<file path="src/rtl/fir_tap_engine.sv">
// FIR tap engine: runs a TAPS-deep unsigned FIR over strobed samples, drains the
// delay line with zeros on halt, and exposes a coefficient bank writable in IDLE.
module fir_tap_engine #(
  parameter int DATA_W = 4,
  parameter int COEF_W = 4,
  parameter int TAPS   = 3,
  parameter int OUT_W  = 10,
  parameter int CNT_W  = 9,
  localparam int IDX_W = (TAPS > 2) ? $clog2(TAPS) : 1
) (
  input  logic              clk_i,
  input  logic              rst_i,
  input  logic              start_i,
  input  logic              halt_i,
  input  logic              in_valid_i,
  input  logic [DATA_W-1:0] in_i,
  input  logic              coef_we_i,
  input  logic [IDX_W-1:0]  coef_idx_i,
  input  logic [COEF_W-1:0] coef_data_i,
  output logic              out_valid_o,
  output logic [OUT_W-1:0]  out_o,
  output logic              done_o,
  output logic              busy_o,
  output logic [CNT_W-1:0]  out_cnt_o
);

  localparam int DCW = (TAPS > 2) ? $clog2(TAPS) : 1;

  typedef enum logic [1:0] {
    S_IDLE  = 2'd0,
    S_CAL   = 2'd1,
    S_DRAIN = 2'd2,
    S_DONE  = 2'd3
  } state_t;

  state_t              state_q, state_d;
  logic [DATA_W-1:0]   x_q    [TAPS];
  logic [DATA_W-1:0]   x_d    [TAPS];
  logic [COEF_W-1:0]   coef_q [TAPS];
  logic [COEF_W-1:0]   coef_d [TAPS];
  logic [DCW-1:0]      drain_q, drain_d;
  logic [CNT_W-1:0]    cnt_q, cnt_d;
  logic [OUT_W-1:0]    out_q, out_d;
  logic                out_valid_q, out_valid_d;
  logic                shift;
  logic [DATA_W-1:0]   shift_val;
  logic [OUT_W-1:0]    acc;

  always_comb begin
    state_d     = state_q;
    x_d         = x_q;
    coef_d      = coef_q;
    drain_d     = drain_q;
    cnt_d       = cnt_q;
    out_d       = out_q;
    out_valid_d = 1'b0;
    shift       = 1'b0;
    shift_val   = '0;
    acc         = '0;

    case (state_q)
      S_IDLE: begin
        if (coef_we_i && (32'(coef_idx_i) < TAPS)) begin
          coef_d[coef_idx_i] = coef_data_i;
        end
        if (start_i) begin
          state_d = S_CAL;
          for (int k = 0; k < TAPS; k++) x_d[k] = '0;
          cnt_d = '0;
        end
      end
      S_CAL: begin
        if (in_valid_i) begin
          shift     = 1'b1;
          shift_val = in_i;
        end
        if (halt_i) begin
          state_d = S_DRAIN;
          drain_d = DCW'(TAPS - 2);
        end
      end
      S_DRAIN: begin
        shift = 1'b1;
        if (drain_q == '0) begin
          state_d = S_DONE;
        end else begin
          drain_d = drain_q - 1'b1;
        end
      end
      S_DONE: begin
        state_d = S_IDLE;
      end
      default: begin
        state_d = S_IDLE;
      end
    endcase

    // The result is formed from the post-shift line so it registers on the same edge as the shift.
    if (shift) begin
      for (int k = TAPS - 1; k > 0; k--) x_d[k] = x_q[k-1];
      x_d[0] = shift_val;
      for (int k = 0; k < TAPS; k++) begin
        acc = acc + OUT_W'(coef_q[k]) * OUT_W'(x_d[k]);
      end
      out_d       = acc;
      out_valid_d = 1'b1;
      if (cnt_q != {CNT_W{1'b1}}) cnt_d = cnt_q + 1'b1;
    end
  end

  always_ff @(posedge clk_i) begin
    if (rst_i) begin
      state_q     <= S_IDLE;
      drain_q     <= '0;
      cnt_q       <= '0;
      out_q       <= '0;
      out_valid_q <= 1'b0;
      for (int k = 0; k < TAPS; k++) begin
        x_q[k]    <= '0;
        coef_q[k] <= COEF_W'(3 + k);
      end
    end else begin
      state_q     <= state_d;
      drain_q     <= drain_d;
      cnt_q       <= cnt_d;
      out_q       <= out_d;
      out_valid_q <= out_valid_d;
      x_q         <= x_d;
      coef_q      <= coef_d;
    end
  end

  assign out_valid_o = out_valid_q;
  assign out_o       = out_q;
  assign done_o      = (state_q == S_DONE);
  assign busy_o      = (state_q != S_IDLE);
  assign out_cnt_o   = cnt_q;

endmodule

</file>
<file path="config.mk">
export PLATFORM = sky130hd
export DESIGN_NAME = fir_tap_engine
export DESIGN_NICKNAME = d
export VERILOG_FILES = /design/src/rtl/fir_tap_engine.sv
export SDC_FILE = /design/constraint.sdc
export NUM_CORES = 1
export LEC_CHECK = 0
export ABC_AREA = 1
export BUFFER_PORTS_ARGS = -buffer_cell sky130_fd_sc_hd__buf_2
export CAP_MARGIN = 10
export CORE_ASPECT_RATIO = 2
export CORE_MARGIN = 4
export CORE_UTILIZATION = 40
export CTS_BUF_LIST = sky130_fd_sc_hd__clkbuf_16
export DETAILED_ROUTE_END_ITERATION = 12
export GPL_ROUTABILITY_DRIVEN = 0
export GPL_TIMING_DRIVEN = 0
export PLACE_DENSITY_LB_ADDON = 0.05
export SLEW_MARGIN = 20
export SYNTH_ARGS = -nofsm -noshare
export SYNTH_HDL_FRONTEND = slang
export SYNTH_SLANG_ARGS = --single-unit
</file>
<file path="constraint.sdc">
create_clock -name clk_i -period 7.8 [get_ports clk_i]
set_input_delay 1.56 -clock clk_i [delete_from_list [all_inputs] [get_ports clk_i]]
set_output_delay 1.56 -clock clk_i [all_outputs]
set_load 0.005 [all_outputs]
</file>
==> results.json <==
{
  "status": "completed",
  "drive_gt1_share_pct": 12.0,
  "critical_path.max_fanout": 10,
  "crit_start": "in_valid_i",
  "fin_worst_skew_ns": 0.00308,
  "avg_cell_area_syn_um2": 7.46,
  "drv.max_cap_violation_count": 0,
  "post_cts.resized_instances": 0,
  "worst-endpoint-arrival_ns": 5.86,
  "grt_remaining_overflow": 0,
  "timing.critical_path.slowest_cell_delay_ns": 0.55,
  "ff_latch_area_um2": 881,
  "grt_antenna_before_repair": 0,
  "tightestPinTransition_ns": 0.626,
  "detail_route.vias_per_cell": 4.82,
  "post_cts_hold_buffer_count": 0,
  "clock_insertion_delay_worst_skew_ns": 0.29,
  "hold_start": "out_o[0]",
  "path_clk_slew_ns": 0.06,
  "core.rowCount": 48,
  "number_of_global_route_vias_before_repair": 3047,
  "yosys.area.top_type": "sky130_fd_sc_hd__dfxtp_1",
  "worst_hold_path_type": "flop to flop",
  "synth.cells.most_frequent": "106 x sky130_fd_sc_hd__nand2_1, 105 x sky130_fd_sc_hd__inv_1, 44 x sky130_fd_sc_hd__dfxtp_1, 44 x sky130_fd_sc_hd__nor2_1",
  "drtPass1Iterations": 4,
  "synthToLayoutAreaGrowth_pct": 13.2,
  "detailed_place_hpwl_um": 7530,
  "dieArea_mm2": 0.0106,
  "synth_top_flop_cell": "sky130_fd_sc_hd__dfxtp_1",
  "report.final.slew_viol_count": 0,
  "synth-edff-count": 0,
  "insertedDiodeCount": 0,
  "routedWlPerCell_um": 14.1,
  "setup-tns-final_ns": 0,
  "vias": 3019,
  "io_buffers": 37,
  "vdd_drop_max_uv": 202,
  "worst_path_cell_chain": "buf_2, nand2_1, inv_1, buf_2, nand3_1, fa_1, fa_1, inv_1, fa_1, fa_1, inv_1, fa_1, inv_1, ha_1, or2_2, nand3_1, a21oi_1, nor2_1, nor2_1",
  "chipHeight_um": 142,
  "period_needed_ns": 5.68,
  "yosysWarnings": 0,
  "leakage_nw": 2.34,
  "worst_path_required_ns": 7.98,
  "tritoncts_clock_tree": "yes",
  "post_cts_buffers": 0,
  "synthMostInstantiatedCell": "sky130_fd_sc_hd__nand2_1",
  "cts.path.max_buffers": 2,
  "synth.ff_latch_count": 44,
  "synth_top_area_share_pct": 24.6,
  "grt_setup_unrepaired": "false",
  "post_synth_inst_count": 481,
  "worst_slew_margin_rel_pct": 58.3,
  "fin_crit_sh_pct": 72.8,
  "regToRegStartpoint": "state_q[1]",
  "synth_seq_area_share_pct": 24.6,
  "start_util_pct": 41.2,
  "cts.sink_count": 44,
  "p_per_area_mw_per_mm2": 209,
  "die_width_um": 75.0,
  "finalSetupViolations": 0,
  "layout.filler_cells": 917,
  "grt_max_degree": 14,
  "timing.critical_path.from_type": "input pin",
  "grt.total_usage_pct": 18.1,
  "synth-async-reset-ratio_pct": 0,
  "cts_made_buffers": 5,
  "synthesis.nets": 565,
  "cp_slowest_cell": "sky130_fd_sc_hd__fa_1",
  "drt_iter0_markers": 126,
  "top_level_ports": 38,
  "synth.distinct_cells": 29,
  "drc": 0,
  "synth.top_cells.by_area": "sky130_fd_sc_hd__dfxtp_1 25%, sky130_fd_sc_hd__fa_1 18%, sky130_fd_sc_hd__ha_1 12%",
  "global_route_wire_length_before_repair_um": 14500,
  "path_common_cell": "sky130_fd_sc_hd__fa_1",
  "post_synth_instance_area_mm2": 0.00359,
  "h-tree-depth": 2,
  "totalWireLength_um": 8850,
  "p_total_uw": 850,
  "crit_path_end_kind": "flop",
  "multi_input_area_mm2": 0.00225,
  "report.final.hold_viol_count": 0,
  "clock.fmax_mhz": 176,
  "core_region_area_mm2": 0.00871,
  "worst-setup-path-type": "input pin to flop",
  "cts-root-buf": "sky130_fd_sc_hd__clkbuf_16",
  "nets": 609,
  "drtAntennaViolNets": 0
}
worst paths after layout:
| kind | depth (start not counted) | to | slack [ns] |
|---|---|---|---|
| max | 19 | out_o[7] | 2.12 |
| min | 2 | out_o[0] | 0.48 |
| max reg2reg | 20 | out_o[7] | 2.81 |
| min reg2reg | 2 | out_o[0] | 0.48 |
cell type report:
class / count / share of cell area [%]
buffer: 6 / 0.801
clock buffer: 5 / 3.08
clock inverter: 3 / 0.955
inverter: 110 / 10.4
multi-input combinational: 321 / 55.5
sequential: 44 / 21.7
tap: 100 / 3.08
timing repair buffer: 37 / 4.56
power breakdown:
group          internal [mW]  switching (mW)  total, mW
Clock                  0.149          0.0861      0.235
Combinational          0.116           0.203      0.320
Sequential             0.265          0.0302      0.295
worst max-delay path, delay by kind of cell:
family                   cells  cell delay [ns]
AND/OR/NAND/NOR              6             0.84
adder cells (fa/ha/maj)      6             2.87
buffers and inverters        6             0.50
AO/OA/AOI/OAI                1             0.07
kinds of logic after synthesis:
logic type | count (synthesis) | share of synthesized area [%]
compound gates | 54 | 8.27
simple gates | 198 | 23.7
buf+inv | 116 | 12.6
flops | 44 | 24.6
xor+xnor | 1 | 0.244
fa+ha+maj | 68 | 30.6
layer usage:
metal	wire length (µm)	global-route usage (%)	vias up
li1	-	-	1563
met1	3270	18.5	1394
met2	5090	34.6	47
met3	242	2.48	15
met4	241	7.79	0
met5	0	0	-
cells in the final DEF, fill, tap and decap left out, drive strengths merged:
| cell type | count |
|---|---|
| o21a | 1 |
| nor2 | 46 |
| xor2 | 1 |
| a21oi | 24 |
| o21ai | 24 |
| fa | 33 |
| clkinv | 1 |
| o211ai | 5 |
| bufinv | 1 |
| or2 | 2 |
| dfxtp | 44 |
| nor3 | 3 |
| nand2 | 110 |
| inv | 111 |
| clkbuf | 7 |
| buf | 41 |
| nand3 | 35 |
| nand4 | 2 |
| ha | 35 |
stage by stage:
step | std cells | setup slack (ns) | util, % | hold WS (ns) | cell area [µm²]
after floorplan | 481 | 2.19 | - | 0.450 | 3590
after global placement | 618 | 1.82 | 44.8 | 0.466 | 3900
after detailed placement | 618 | 1.79 | 44.8 | 0.467 | 3900
after CTS | 626 | 2.10 | 46.6 | 0.482 | 4060
after global routing | 626 | 1.87 | 46.6 | 0.502 | 4060
final | 626 | 2.12 | 46.6 | 0.477 | 4060
state kept, by name, summed over array words and instances (netlist names):
signal       cells
coef_q          12
out_o           10
out_cnt_o        9
x_q              8
drain_q          2
state_q          2
out_valid_o      1
Power figures use the tool's default switching activity.
